<file path="src/rtl/audio_pkg.sv">
`timescale 1ns/1ps
// Shared constants and types for the audio DAC serializer slice.
// Frame formats, serializer state encoding and counter limits.
package audio_pkg;

  localparam logic MODE_I2S = 1'b0;
  localparam logic MODE_LJ  = 1'b1;

  localparam logic [15:0] UNDERRUN_MAX = 16'hFFFF;

  typedef enum logic {
    IDLE,
    PLAY
  } ser_state_t;

endpackage

</file>
<file path="src/rtl/audio_dac_serializer_if.sv">
`timescale 1ns/1ps
// Valid/ready sample-pair bundle between the sound source
// and the DAC serializer.
interface audio_dac_serializer_if #(
  parameter int SAMPLE_W = 24
);

  logic [SAMPLE_W-1:0] in_left;
  logic [SAMPLE_W-1:0] in_right;
  logic                in_valid;
  logic                in_ready;

  modport master (
    output in_left,
    output in_right,
    output in_valid,
    input  in_ready
  );

  modport slave (
    input  in_left,
    input  in_right,
    input  in_valid,
    output in_ready
  );

endinterface

</file>
<file path="src/rtl/audio_sample_fifo.sv">
`timescale 1ns/1ps
// First-word fall-through FIFO holding stereo pairs.
// Occupancy is derived from wrap-bit pointers.
module audio_sample_fifo #(
  parameter int  W     = 48,
  parameter int  DEPTH = 4,
  localparam int AW    = $clog2(DEPTH)
) (
  input  logic         sys_clk,
  input  logic         reset,
  input  logic         push,
  input  logic         pop,
  input  logic [W-1:0] wdata,
  output logic [W-1:0] rdata,
  output logic         full,
  output logic         empty,
  output logic [AW:0]  level
);

  logic [W-1:0] r_mem [DEPTH];
  logic [AW:0]  r_wptr;
  logic [AW:0]  r_rptr;
  logic         w_push;
  logic         w_pop;

  assign w_push = push & ~full;
  assign w_pop  = pop & ~empty;
  assign level  = r_wptr - r_rptr;
  assign full   = (level == (AW+1)'(DEPTH));
  assign empty  = (level == '0);
  assign rdata  = r_mem[r_rptr[AW-1:0]];

  always_ff @(posedge sys_clk) begin
    if (reset) begin
      r_wptr <= '0;
      r_rptr <= '0;
    end else begin
      if (w_push) r_wptr <= r_wptr + 1'b1;
      if (w_pop)  r_rptr <= r_rptr + 1'b1;
    end
  end

  always_ff @(posedge sys_clk) begin
    if (w_push) r_mem[r_wptr[AW-1:0]] <= wdata;
  end

endmodule

</file>
<file path="src/rtl/audio_dac_serializer.sv">
`timescale 1ns/1ps
// DAC-side serializer for a codec in master mode: buffers stereo
// pairs and shifts them out MSB-first on synchronised bclk falls.
module audio_dac_serializer
  import audio_pkg::*;
#(
  parameter int   SAMPLE_W   = 24,
  parameter int   FIFO_DEPTH = 4,
  parameter logic MODE       = MODE_I2S,
  localparam int  LW         = $clog2(FIFO_DEPTH) + 1
) (
  input  logic                  sys_clk,
  input  logic                  reset,
  input  logic                  bclk,
  input  logic                  daclrc,
  output logic                  dacdat,
  audio_dac_serializer_if.slave s_if,
  input  logic                  enable,
  output logic                  frame_start,
  output logic [15:0]           underrun_count,
  output logic [LW-1:0]         fifo_level
);

  localparam int DELAY = (MODE == MODE_LJ) ? 0 : 1;
  localparam logic [7:0]    CNT_END  = 8'(SAMPLE_W + DELAY);
  localparam logic [LW-1:0] LVL_FULL = LW'(FIFO_DEPTH);

  logic r_bclk_s1, r_bclk_s2, r_bclk_h;
  logic r_lrc_s1, r_lrc_s2, r_lrc_h;

  logic w_fall, w_slot, w_left, w_right;
  logic w_push, w_pop, w_full, w_empty;
  logic [2*SAMPLE_W-1:0] w_rdata;
  logic [SAMPLE_W-1:0]   w_word;
  logic [LW-1:0]         w_level_nxt;

  logic                r_ready;
  ser_state_t          r_state;
  logic [SAMPLE_W-1:0] r_shift;
  logic [SAMPLE_W-1:0] r_hold;
  logic [7:0]          r_cnt;

  // daclrc history is taken only at falls, so it holds the last slot's side
  always_ff @(posedge sys_clk) begin
    if (reset) begin
      r_bclk_s1 <= 1'b0;
      r_bclk_s2 <= 1'b0;
      r_bclk_h  <= 1'b0;
      r_lrc_s1  <= 1'b0;
      r_lrc_s2  <= 1'b0;
      r_lrc_h   <= 1'b0;
    end else begin
      r_bclk_s1 <= bclk;
      r_bclk_s2 <= r_bclk_s1;
      r_bclk_h  <= r_bclk_s2;
      r_lrc_s1  <= daclrc;
      r_lrc_s2  <= r_lrc_s1;
      if (w_fall) r_lrc_h <= r_lrc_s2;
    end
  end

  assign w_fall  = r_bclk_h & ~r_bclk_s2;
  assign w_slot  = w_fall & (r_lrc_s2 ^ r_lrc_h);
  assign w_left  = w_slot & ~r_lrc_s2;
  assign w_right = w_slot & r_lrc_s2;

  assign w_pop  = w_left & enable & ~w_empty;
  assign w_push = s_if.in_valid & s_if.in_ready;

  assign s_if.in_ready = r_ready & ~reset;

  assign w_level_nxt = fifo_level + LW'(w_push) - LW'(w_pop);

  audio_sample_fifo #(
    .W     (2*SAMPLE_W),
    .DEPTH (FIFO_DEPTH)
  ) u_fifo (
    .sys_clk (sys_clk),
    .reset   (reset),
    .push    (w_push),
    .pop     (w_pop),
    .wdata   ({s_if.in_left, s_if.in_right}),
    .rdata   (w_rdata),
    .full    (w_full),
    .empty   (w_empty),
    .level   (fifo_level)
  );

  always_comb begin
    w_word = r_hold;
    if (w_left) begin
      w_word = w_pop ? w_rdata[2*SAMPLE_W-1:SAMPLE_W] : '0;
    end
  end

  // r_cnt holds the slot position of the next fall; the edge itself is 0
  always_ff @(posedge sys_clk) begin
    if (reset) begin
      r_state        <= IDLE;
      r_shift        <= '0;
      r_hold         <= '0;
      r_cnt          <= '0;
      r_ready        <= 1'b1;
      dacdat         <= 1'b0;
      frame_start    <= 1'b0;
      underrun_count <= '0;
    end else begin
      r_ready     <= w_full ? w_pop : (w_level_nxt != LVL_FULL);
      frame_start <= w_pop;
      if (w_left || (w_right && r_state == PLAY)) begin
        r_cnt   <= 8'd1;
        r_shift <= (DELAY == 0) ? (w_word << 1) : w_word;
        dacdat  <= (DELAY == 0) ? w_word[SAMPLE_W-1] : 1'b0;
        if (w_left) begin
          r_state <= PLAY;
          r_hold  <= w_pop ? w_rdata[SAMPLE_W-1:0] : '0;
          if (enable && w_empty &&
              underrun_count != UNDERRUN_MAX) begin
            underrun_count <= underrun_count + 16'd1;
          end
        end
      end else if (w_fall && r_state == PLAY) begin
        if (r_cnt != 8'hFF) r_cnt <= r_cnt + 8'd1;
        dacdat  <= (r_cnt < CNT_END) ? r_shift[SAMPLE_W-1] : 1'b0;
        r_shift <= r_shift << 1;
      end
    end
  end

endmodule
</file>
<file path="src/flat_wrapper.sv">
// flat-port wrapper written by rule: the top's interface ports become plain ports
module audio_dac_serializer_flat import audio_pkg::*;
#(
  parameter int   SAMPLE_W   = 24,
  parameter int   FIFO_DEPTH = 4,
  parameter logic MODE       = MODE_I2S,
  localparam int  LW         = $clog2(FIFO_DEPTH) + 1
)
  (sys_clk, reset, bclk, daclrc, dacdat, enable, frame_start, underrun_count, fifo_level, s_if_in_left, s_if_in_right, s_if_in_valid, s_if_in_ready);
  audio_dac_serializer_if #(.SAMPLE_W(SAMPLE_W)) s_if_i ();
  input  logic sys_clk;
  input  logic reset;
  input  logic bclk;
  input  logic daclrc;
  output logic dacdat;
  input  logic enable;
  output logic frame_start;
  output logic [15:0] underrun_count;
  output logic [LW-1:0] fifo_level;
  input wire logic [$bits(s_if_i.in_left)-1:0] s_if_in_left;
  input wire logic [$bits(s_if_i.in_right)-1:0] s_if_in_right;
  input wire logic [$bits(s_if_i.in_valid)-1:0] s_if_in_valid;
  output wire logic [$bits(s_if_i.in_ready)-1:0] s_if_in_ready;
  assign s_if_i.in_left = s_if_in_left;
  assign s_if_i.in_right = s_if_in_right;
  assign s_if_i.in_valid = s_if_in_valid;
  assign s_if_in_ready = s_if_i.in_ready;
  audio_dac_serializer #(.SAMPLE_W(SAMPLE_W), .FIFO_DEPTH(FIFO_DEPTH), .MODE(MODE)) u_core (.sys_clk(sys_clk), .reset(reset), .bclk(bclk), .daclrc(daclrc), .dacdat(dacdat), .s_if(s_if_i), .enable(enable), .frame_start(frame_start), .underrun_count(underrun_count), .fifo_level(fifo_level));
endmodule
</file>
<file path="config.mk">
export PLATFORM = sky130hd
export DESIGN_NAME = audio_dac_serializer_flat
export DESIGN_NICKNAME = d
export VERILOG_FILES = /design/src/rtl/audio_pkg.sv /design/src/rtl/audio_dac_serializer_if.sv /design/src/rtl/audio_sample_fifo.sv /design/src/rtl/audio_dac_serializer.sv /design/src/flat_wrapper.sv
export SDC_FILE = /design/constraint.sdc
export NUM_CORES = 1
export LEC_CHECK = 0
export ABC_AREA = 1
export CORE_MARGIN = 2
export CORE_UTILIZATION = 45
export DETAILED_ROUTE_END_ITERATION = 12
export DONT_BUFFER_PORTS = 1
export PLACE_DENSITY = 0.59
export REMOVE_ABC_BUFFERS = 1
export SLEW_MARGIN = 0
export SYNTH_ARGS = -nofsm -noshare
export SYNTH_HDL_FRONTEND = slang
export SYNTH_SLANG_ARGS = --single-unit
</file>
<file path="constraint.sdc">
create_clock -name sys_clk -period 4.05 [get_ports sys_clk]
set_clock_uncertainty 0.2 [all_clocks]
set_input_delay 0.405 -clock sys_clk [delete_from_list [all_inputs] [get_ports sys_clk]]
set_output_delay 0.405 -clock sys_clk [all_outputs]
set_load 0.02 [all_outputs]
</file>
---- Yosys cells after proc, flatten, opt, wreduce, memory -nomap -nowiden ----
Memory sizes are Yosys's and may differ from the RTL's. A register that Yosys moved wholly into a read port is not among the register bits.
Index checks and enable logic that the tools add are counted.
storage, ports and cells
  bits in registers ....................... 88
  latch bits .............................. 0
  bits in writable memories ............... 192
  memory bits (read-only) ................. 0
  input bits .............................. 54
  output and inout bits ................... 22
  memories ................................ 1
operators by class
  $add $sub $neg .......................... 7
  multipliers ............................. 0
  div/mod/pow operators ................... 0
  $lt $le $gt $ge ......................... 1
  equal/unequal tests ..................... 4
  shift-type cells ........................ 0
  mux-type cells .......................... 14
  bitwise gates (word level) .............. 16
  reduce and logical (&&, ||, !) cells .... 13
memory list
  memory               words  bits a word  rd ports  clocked after Yosys merged registers in  write ports  RTL line                 text
  u_core.u_fifo.r_mem  4      48           1         1                                        1            audio_sample_fifo.sv:20  logic [W-1:0] r_mem [DEPTH];
operators by type and width
  kind                                                         number
  2-to-1 mux 24 bit                                            5
  adder 16 x 1 -> 16 bit (second input constant)               1
  != test 16 bit (second input constant)                       1
  bitwise AND 1 bit                                            10
  adder 8 x 1 -> 8 bit (second input constant)                 1
  less-than comparator 8 x 5 -> 1 bit (second input constant)  1
  != test 8 bit (second input constant)                        1
  2-to-1 mux 1 bit                                             7
  adder 3 x 1 -> 3 bit (second input constant)                 2
  AND reduction 2 bit                                          3
  inverter 1 bit                                               5
  logical AND 1 bit                                            4
  2-to-1 mux 2 bit                                             2
  nonzero test 2 bit                                           2
  adder 3 x 1 -> 3 bit                                         1
  equality test 3 bit (second input constant)                  1
  zero test 3 bit                                              1
  != test 3 bit (second input constant)                        1
  AND reduction 3 bit                                          1
  subtractor 3 x 1 -> 3 bit                                    1
  subtractor 3 bit                                             1
  OR reduction 2 bit                                           1
  logical OR 1 bit                                             1
  XOR 1 bit                                                    1

---- Depth between registers and ports, before layout ----
Gate-level depths: netlist of the first run.
  depth in word-level cells ............... 9
  mapped depth ............................ 20
  mapped depth without buffers ............ 19

---- By module ----
From an unflattened synthesis of the first run, not the netlist that was laid out.
second synthesis, totals
  cell total of the unflattened synthesis .. 1,122
  area total of the unflattened synthesis .. 11,631.2 sq um
by module, submodules not included
  module                times used  cells an instance  area an instance (sq um)  seq. area each (sq um)
  audio_sample_fifo     1           545                7,644.8                   5,925.7
  audio_dac_serializer  1           577                3,986.3                   1,641.6

---- Worst setup path after synthesis of the first run ----
Ideal clock, no wire load.
  path kind ............................... register to register
  start ................................... register u_core.u_fifo.r_wptr[0]
  end ..................................... memory u_core.u_fifo.r_mem[0][0], enable pin
  arrival ................................. 3,624 ps
  required time ........................... 3,396 ps
  slack ................................... -227 ps
  stages on the path, launching flop included .. 9
  buffers on the path ..................... 0
  clock period less this slack ............ 4,277 ps
  cell sequence ........................... dfxtp_1 -> inv_1 -> ha_1 -> fa_1 -> nand3_1 -> nand2_1 -> nand2_1 -> nand2_1 -> nor2_1
between the ends
  longest elaborated chain between the ends .. 6
ends and longest elaborated chain
  item                                    RTL line                 text
  from (decl)                             audio_sample_fifo.sv:21  logic [AW:0] r_wptr;
  from (signal assigned)                  audio_sample_fifo.sv:38  if (w_push) r_wptr <= r_wptr + 1'b1;
  subtractor 3 bit                        audio_sample_fifo.sv:28  assign level = r_wptr - r_rptr;
  via fifo_level[2]                       flat_wrapper.sv:19       output logic [LW-1:0] fifo_level;
  equality test 3 bit                     audio_sample_fifo.sv:29  assign full = (level == (AW+1)'(DEPTH));
  inverter 1 bit                          audio_sample_fifo.sv:26  assign w_push = push & ~full;
  bitwise AND 1 bit                       audio_sample_fifo.sv:26
  2-to-1 mux 1 bit                        audio_sample_fifo.sv:44  if (w_push) r_mem[r_wptr[AW-1:0]] <= wdata;
  2-to-1 mux 1 bit (not written as such)  audio_sample_fifo.sv:44
  to (decl)                               audio_sample_fifo.sv:20
The timed path passes the listed nets, and every way through them passes these cells.

---- Final worst setup path of the first run ----
  start ................................... register u_core.u_fifo.r_wptr[0]
  end ..................................... register u_core.r_ready
between the ends
  longest elaborated chain between the ends .. 7
  elaborated cells between the ends (all ways) .. 9
ends and longest elaborated chain
  item                                                          RTL line                     text
  subtractor 3 bit (*)                                          audio_sample_fifo.sv:28
  branches (longest 5 deep; another with adder 3 x 1 -> 3 bit)  --
  2-to-1 mux 1 bit (*)                                          audio_dac_serializer.sv:108  r_ready <= w_full ? w_pop : (w_level_nxt != LVL_FULL);
  to (signal assigned)                                          audio_dac_serializer.sv:108
  to (decl)                                                     audio_dac_serializer.sv:37   logic r_ready;
Mark *: on every way between the ends.
A chain may end at the register's enable or synchronous reset.

==> metrics.md, run 1 <==
| Metric | Value |
|---|---|
| Routed vias | 7837 |
| Clock Sinks | 282 |
| Utilization after layout | 53.29% |
| Final Critical Period | 3365 ps |
| Clock share of power | 46.7% |
| Fin. Hold Viols | 0 |
| Setup TNS | 0 ps |
| Internal Power | 5047 uW |
| Unrepaired setup endpoints after global routing | no |
| Register area | 0.007569 sq mm |
| Comb pwr share | 3.5% |
| Cells after synthesis | 1091 |
| Starting Density | 45.64% |
| Post_cts resized | 0 |
| Vias per inst | 5.260 |
| DRT Pass-1 Iters | 7 |
| Final ANT Viol Nets | 0 |
| Final net count | 1201 |
| P_sw | 1297 uW |
| DRC | 0 |
| Synthesized area | 0.01146 sq mm |
| Clock latency on the worst-skew pair | 570 ps |
| Placer Congestion | 0.7877 |
| Most common cell after layout, fill and taps aside | edfxtp_1 |
| Fin cells | 1490 |
| Layout area overhead | 16.77% |
| Critical Path Fanout Max | 5 |
| P per Cell Area | 474.1 mW/mm^2 |
| First DRT Iteration DRCs | 585 |
| Root buffer selected by CTS | clkbuf_16 |
| Crit end category | flop |
| Pleak | 0.004829 uW |
| HP Class | in -> reg |
| IO Count | 76 |
| Initial antenna violation count | 0 |
| Largest net degree at the start of global routing | 97 |
| TritonCTS clock tree | built |
| Post-CTS setup buffers | 0 |
| Overall Global Routing Usage | 19.02% |
| Mean Syn Cell Area | 10.50 sq um |
| First-pass GRT wire length | 40.23 mm |
| Total grt overflow | 0 |
| Share of layout cells above drive strength 1 | 8.542% |
| Commonest cells after routing, fill and taps aside | edfxtp_1 (192), nand2_1 (163), o21ai_0 (161), nor2_1 (135), dfxtp_1 (89) |
| Synth cell types | 39 |
| Hpwl dp | 14.29 mm |
| Critical path class | reg -> reg |
| Multi-input logic area | 0.003324 sq mm |
| Fill count | 2242 |
| H-tree Lvls | 1 |
| Dpl cells | 1380 |
| Core footprint | 0.02511 sq mm |
| Clock transition at path regs | 60 ps |
| Buffers on Ports | 0 |
| Arr. time, crit path | 3650 ps |
| VDD IR max | 419.0 uV |
| Max-cap viol count | 0 |
| Synthesis Warnings | 0 |
| Status | finished clean |
| Die H | 163.6 microns |
| Req. time, crit path | 4330 ps |
| Sequential share of power | 49.7% |
| Cts bufs inserted | 30 |
| Die Wd | 163.6 microns |
| Yosys reg bits | 282 |
| Fmax | 297.2 MHz |
| Clk buf depth | 3 |
| Slew at the pin closest to its max-slew limit | 977.1 ps |
| Max-slew headroom | 34.86% |
| Fin. max-slew vios | 0 |
| Vias in the first global route | 7769 |
| Site Rows | 58 |
| Total die area | 0.02676 sq mm |
| Crit share post-route | 83.08% |
| Sw Ratio | 20.45% |
| Hold WS | 122.8 ps |
| Post-CTS Hold Buffers | 53 |
| CP startpoint kind | flop |
| Seq/Total Area, Yosys | 66.03% |
| Routed len/inst | 16.85 microns |
| Final wirelength | 25.10 mm |
| Setup Viol. Count Final | 0 |
| Power, Total | 6344 uW |
[per-layer routing]
metal / up-vias / part of all wire (%) / GRT usage [%]
met5: - / 0 / 0
met3: 49 / 4.3 / 2.971
met1: 3744 / 44 / 24.35
li1: 3881 / - / -
met4: 0 / 2.8 / 5.861
met2: 163 / 49 / 33.26
[flip-flops by register name, summed over array words and instances, names as in the netlist, 3 cells and up, named ones only]
name and count:
u_core.u_fifo.r_mem 192, u_core.r_hold 24, u_core.r_shift 24, u_core.underrun_count 16
u_core.r_cnt 8, u_core.u_fifo.r_rptr 3, u_core.u_fifo.r_wptr 3
[final cells by class]
cell class | instances | area share (%)
flip-flops and latches | 282 | 56.56
diodes | 1 | 0.01870
well taps | 330 | 3.086
clock buffers | 36 | 5.853
repair buffers | 71 | 5.236
clock inverters | 20 | 2.291
inverters | 75 | 2.113
multi-input cells | 675 | 24.84
[path summary, 6_finish.rpt]
path                                              start                 endpoint  slack (ps)  depth (start not counted)
worst max-delay path            u_core.u_fifo.r_wptr[0]           u_core.r_ready         690                         16
worst min register to register         u_core.r_bclk_s1         u_core.r_bclk_s2         210                          2
worst max register to register  u_core.u_fifo.r_wptr[0]           u_core.r_ready         690                         16
worst min-delay path                             enable  u_core.u_fifo.r_rptr[2]         120                          5
[cells in the mapped netlist, drive strengths merged]
cell / instances / share of area [%]
nand3: 44 / 2.2
buf: 28 / 1.7
a21oi: 66 / 2.9
ha: 10 / 1.1
o21bai: 2 / 0.13
clkinv: 2 / 0.076
nor2: 149 / 5.4
and3: 2 / 0.11
clkbuf: 31 / 1.0
nand2: 165 / 5.5
fa: 2 / 0.35
o21ai: 167 / 7.4
nand4: 12 / 0.71
or2: 2 / 0.11
dfxtp: 90 / 16
xnor2: 1 / 0.076
o22ai: 46 / 2.5
edfxtp: 192 / 50
a211oi: 1 / 0.066
xor2: 1 / 0.076
inv: 73 / 2.4
nor3: 4 / 0.17
nand3b: 1 / 0.066
[per-stage QoR]
step           instance area, sq um  setup WS [ps]
6_report                      13380          685.4
5_1_grt                       13380          486.2
4_1_cts                       13380          687.0
3_5_place_dp                  11750          703.6
3_3_place_gp                  11750          815.9
2_1_floorplan                 11150         -227.4
[critical path: stages, from the launching register on]
cell	delay, ps
dfxtp_1	360
inv_1	110
ha_1	230
fa_1	610
nand2_1	120
inv_1	130
nand2_2	90
nand2_4	80
clkinv_2	50
nand2_1	90
o21ai_0	100
ha_1	200
fa_1	380
xor2_1	180
o21ai_0	170
a21oi_1	60
o21ai_0	140
[power groups by stage]
stage	registers (uW)	clock network, uW	logic [uW]
3_3_place_gp	3220	0	158
3_5_place_dp	3220	0	159
5_1_grt	3160	3140	250
2_1_floorplan	3220	0	100
4_1_cts	3150	3020	229
6_report	3150	2970	225
[kinds of logic after synthesis]
kind of cell    after synthesis  share of synthesized area (%)
simple gates                379                          14.27
flops                       282                          66.03
fa+ha+maj                    12                          1.441
compound gates              282                          12.95
xor+xnor                      2                         0.1529
buf+inv                     134                          5.153
(Power assumes the default switching activity.)
==> inputs of run 2 (changes only) <==
- PLACE_DENSITY: 0.59 -> 0.57
- clock period: 4.05 -> 3.5 ns (I/O delays scaled with it)
==> metrics.md, run 2 (same netlist as run 1, synthesis figures left out) <==
| Metric | Value |
|---|---|
| Routed vias | 7850 |
| DRC | 0 |
| Clock share of power | 45.6% |
| Crit share post-route | 93.68% |
| Placer Congestion | 0.7615 |
| Cts bufs inserted | 31 |
| Root buffer selected by CTS | clkbuf_16 |
| H-tree Lvls | 1 |
| Number of flip-flops in the largest register | 192 |
| Critical path class | reg -> reg |
| Clock latency on the worst-skew pair | 570 ps |
| Pleak | 0.004821 uW |
| Site Rows | 58 |
| IO Count | 76 |
| Commonest cells after routing, fill and taps aside | edfxtp_1 (192), nand2_1 (163), o21ai_0 (160), nor2_1 (135), dfxtp_1 (89) |
| Clock Sinks | 282 |
| Initial antenna violation count | 1 |
| Total die area | 0.02676 sq mm |
| Power, Total | 7192 uW |
| First-pass GRT wire length | 40.81 mm |
| P_sw | 1470 uW |
| Die H | 163.6 microns |
| Critical Path Fanout Max | 5 |
| Die Wd | 163.6 microns |
| First DRT Iteration DRCs | 601 |
| Final Critical Period | 3279 ps |
| Post-CTS setup buffers | 0 |
| Routed len/inst | 16.77 microns |
| VDD IR max | 399.6 uV |
| Final wirelength | 25.06 mm |
| TritonCTS clock tree | built |
| Hpwl dp | 13.89 mm |
| Max-cap viol count | 0 |
| Clock transition at path regs | 60 ps |
| Vias in the first global route | 7706 |
| DRT Pass-1 Iters | 5 |
| Largest net degree at the start of global routing | 51 |
| CP startpoint kind | flop |
| Final net count | 1204 |
| Sw Ratio | 20.44% |
| P per Cell Area | 537.3 mW/mm^2 |
| Vias per inst | 5.254 |
| Starting Density | 45.64% |
| Buffers on Ports | 0 |
| Clk buf depth | 3 |
| Most common cell after layout, fill and taps aside | edfxtp_1 |
| Unrepaired setup endpoints after global routing | no |
| WHS Path Cells | 4 |
| Final ANT Viol Nets | 0 |
| Setup TNS | 0 ps |
| Fin. Hold Viols | 0 |
| Req. time, crit path | 3750 ps |
| Layout area overhead | 16.79% |
| R2R cell count | 16 |
| Overall Global Routing Usage | 19.17% |
| Internal Power | 5722 uW |
| Core footprint | 0.02511 sq mm |
| Capturing point of the worst reg2reg path | u_core.r_ready |
| Max-slew headroom | 50.09% |
| RR Startpoint | u_core.u_fifo.r_wptr[0] |
| Utilization after layout | 53.30% |
| R2r setup slk | 220 ps |
| Arr. time, crit path | 3530 ps |
| Setup Viol. Count Final | 0 |
| WHS Endpoint | u_core.u_fifo.r_wptr[2] |
| Share of layout cells above drive strength 1 | 8.255% |
| Slew at the pin closest to its max-slew limit | 746.8 ps |
| Fmax | 305.0 MHz |
| Total grt overflow | 0 |
| Fin. max-slew vios | 0 |
| Worst Min Path Start | reset |
| Crit end category | flop |
| Status | finished clean |
| Worst Setup SP | u_core.u_fifo.r_wptr[0] |
| HP Class | in -> reg |
| Sequential share of power | 50.7% |
| Comb pwr share | 3.7% |
## run 2: changes by cell type in the layout (fill, tap and decap cells not counted), moves of 2 or more
cell / change
clkinvlp_4: -2
clkbuf_1: +7
buf_12: +3
buf_4: -2
clkinv_2: -4
bufinv_16: -3
clkbuf_8: +2
## run 2: what timing repair did
item,in CTS,in global routing
hold buffers,54,0
hold endpoints to repair,227,0
resized for setup,0,3
setup endpoints to repair,0,1
## run 2: area by class of cell
cell class                 instances  area (sq um)
timing repair buffer              73         755.7
sequential                       282          7569
inverter                          75         282.8
antenna                            1         2.502
tap                              330         412.9
clock inverter                    12         172.7
fill                            2242         11730
multi-input combinational        675          3327
clock buffer                      46         862.1
## run 2: layer usage
metal | track usage (%) | share of wire (%) | vias up
li1 | - | - | 3893
met1 | 25.39 | 45 | 3775
met2 | 33.22 | 49 | 152
met3 | 3.301 | 4.2 | 30
met4 | 4.027 | 1.7 | 0
met5 | 0 | 0 | -
## run 2: worst max path at each step
stage,endpoint,slack (ps),cells after the start
finish,u_core.r_ready,220,16
global route,u_core.r_ready,0.6,16
CTS,u_core.r_ready,110,16
detailed placement,u_core.r_ready,110,16
global placement,u_core.r_ready,270,16
floorplan,u_core.u_fifo.r_mem[0][0],-780,8
## run 2: worst max-delay path, cell delays in order, from the launching register on
cell	delay [ps]
dfxtp_1	360
inv_1	110
ha_1	230
fa_2	590
nand2_1	110
inv_2	90
nand2_2	80
nand2_4	90
clkinv_2	60
nand2_1	90
o21ai_0	100
ha_1	200
fa_1	380
xor2_1	170
o21ai_0	100
a21oi_1	140
o21ai_1	70
## run 2: power by group through the flow
stage	sequential (uW)	combinational [uW]	clock, uW
after floorplan	3720	116	0
final	3650	263	3280
after detailed placement	3720	186	0
after global routing	3650	292	3490
after CTS	3650	268	3350
after global placement	3720	184	0
## run 2: metrics by stage
stage / cells / hold slack (ps) / area [sq um] / worst slack [ps]
6_report: 1494 / 66.89 / 13380 / 221.1
5_1_grt: 1494 / 93.71 / 13380 / 0.5858
4_1_cts: 1493 / 56.05 / 13380 / 108.3
3_5_place_dp: 1381 / 199.6 / 11790 / 111.8
3_3_place_gp: 1381 / 204.3 / 11790 / 265.5
2_1_floorplan: 1032 / 188.3 / 11150 / -777.4
==> inputs of run 3 (changes only) <==
- CORE_UTILIZATION: 45 -> 58
- PLACE_DENSITY: 0.57 -> 0.71
==> metrics.md, run 3 (same netlist as run 1, synthesis figures left out) <==
| Metric | Value |
|---|---|
| Max-cap viol count | 0 |
| Fmax | 308.5 MHz |
| Setup TNS | 0 ps |
| Status | finished clean |
| Worst path cell trace | inv_1 > ha_1 > fa_2 > nand2_1 > inv_1 > nand2_2 > nand2_4 > clkinv_2 > nand2_1 > o21ai_0 > ha_1 > fa_1 > xor2_2 > o21ai_1 > a21oi_1 > o21ai_0 |
| Fin. Hold Viols | 0 |
| RR Startpoint | u_core.u_fifo.r_wptr[0] |
| Unrepaired setup endpoints after global routing | no |
| Buffers on Ports | 0 |
| GR Layer Usage met3 | 4.106% |
| Setup Viol. Count Final | 0 |
| Site Rows | 51 |
| GRT met2 Usage | 42.40% |
| First-pass GRT wire length | 39.21 mm |
| Clock transition at path regs | 60 ps |
| Placer Congestion | 0.8109 |
| Crit share post-route | 92.63% |
| Commonest cells after routing, fill and taps aside | edfxtp_1 (192), nand2_1 (163), o21ai_0 (160), nor2_1 (135), dfxtp_1 (88) |
| Slew at the pin closest to its max-slew limit | 837.7 ps |
| Req. time, crit path | 3780 ps |
| Fin. max-slew vios | 0 |
| IO Count | 76 |
| Sw Ratio | 21.24% |
| Critical Path Fanout Max | 5 |
| TritonCTS clock tree | built |
| Layout area overhead | 14.73% |
| Clock share of power | 41.7% |
| P per Cell Area | 510.7 mW/mm^2 |
| Ant. Diodes | 0 |
| First DRT Iteration DRCs | 638 |
| Final wirelength | 24.75 mm |
| Die H | 144.6 microns |
| Clk buf depth | 3 |
| Most common cell after layout, fill and taps aside | edfxtp_1 |
| Cts bufs inserted | 29 |
| Largest net degree at the start of global routing | 98 |
| Worst Min Path Start | reset |
| H-tree Lvls | 1 |
| Root buffer selected by CTS | clkbuf_16 |
| Internal Power | 5288 uW |
| Overall Global Routing Usage | 24.10% |
| Hpwl dp | 13.51 mm |
| Starting Density | 59.08% |
| P_sw | 1426 uW |
| Vias per inst | 5.589 |
| Sequential share of power | 54.4% |
| Crit end category | flop |
| DRT Pass-1 Iters | 5 |
| Critical path class | reg -> reg |
| Clock Sinks | 282 |
| Total grt overflow | 0 |
| Clock latency on the worst-skew pair | 550 ps |
| Worst Setup SP | u_core.u_fifo.r_wptr[0] |
| Die Wd | 144.6 microns |
| Final Critical Period | 3242 ps |
| Gr busiest metal | met2 |
| Max-slew headroom | 44.02% |
| Hold WS | 77.36 ps |
| Met1 usage | 31.09% |
| Routed len/inst | 17.39 microns |
| CP max stage cell | fa_2 |
| Comb pwr share | 4.0% |
| Initial antenna violation count | 0 |
| Final ANT Viol Nets | 0 |
| Share of layout cells above drive strength 1 | 8.463% |
| VDD IR max | 471.4 uV |
| Core footprint | 0.01940 sq mm |
| Routed vias | 7953 |
| HP Class | in -> reg |
| Vias in the first global route | 7727 |
| Number of flip-flops in the largest register | 192 |
| CP peak stage delay | 560 ps |
| Final net count | 1203 |
| DRC | 0 |
| Total die area | 0.02090 sq mm |
| CP startpoint kind | flop |
| Arr. time, crit path | 3520 ps |
| Pleak | 0.004757 uW |
-- run 3: metal layers --
| layer | vias to the layer above | wire [microns] |
|---|---|---|
| li1 | 3892 | - |
| met1 | 3770 | 10330 |
| met2 | 242 | 12280 |
| met3 | 49 | 1565 |
| met4 | 0 | 581 |
| met5 | - | 0 |
-- run 3: what timing repair did --
item,4_1_cts,5_1_grt
endpoints found under the hold margin,226,0
setup buffers,0,1
endpoints found under the setup margin,0,1
gates resized for setup,0,4
hold buffers,53,0
-- run 3: layout make-up --
cell class                 instances  area [sq um]
tap                              265         331.6
inverter                          75         282.8
clock buffer                      35         768.2
sequential                       282          7570
multi-input combinational        675          3334
timing repair buffer              74         760.7
clock inverter                    17         100.1
fill                            1494          6251
-- run 3: critical path, delay by kind of cell (launching register included) --
family | cells | cell delay, ps
AOI/OAI and AO/OA | 4 | 420
adders and majority gates | 4 | 1420
and+or+nand+nor | 4 | 350
buffers and inverters | 3 | 270
DFF | 1 | 350
xor gates and xnor gates | 1 | 170
-- run 3: power groups by stage --
stage	Sequential [uW]	Clock [uW]	Combinational (uW)
final	3650	2800	266
after global routing	3650	2970	290
after CTS	3650	2850	262
after detailed placement	3720	0	182
after global placement	3720	0	181
after floorplan	3720	0	116
-- run 3: path summary, 6_finish.rpt --
path / to / slack [ps] / depth (start not counted)
max: u_core.r_ready / 260 / 16
min: u_core.underrun_count[6] / 80 / 4
max reg2reg: u_core.r_ready / 260 / 16
min reg2reg: u_core.r_bclk_s2 / 210 / 2
-- run 3: metrics by stage --
stage	std cells	instance area [sq um]	util, %	total power [uW]	setup WS [ps]
2_1_floorplan	1032	11150	-	3838	-777.4
3_3_place_gp	1317	11720	60.42	3901	277.9
6_report	1423	13150	67.78	6714	258.1
4_1_cts	1422	13130	67.68	6758	85.06
3_5_place_dp	1317	11720	60.42	3904	86.01
5_1_grt	1423	13150	67.78	6919	13.02
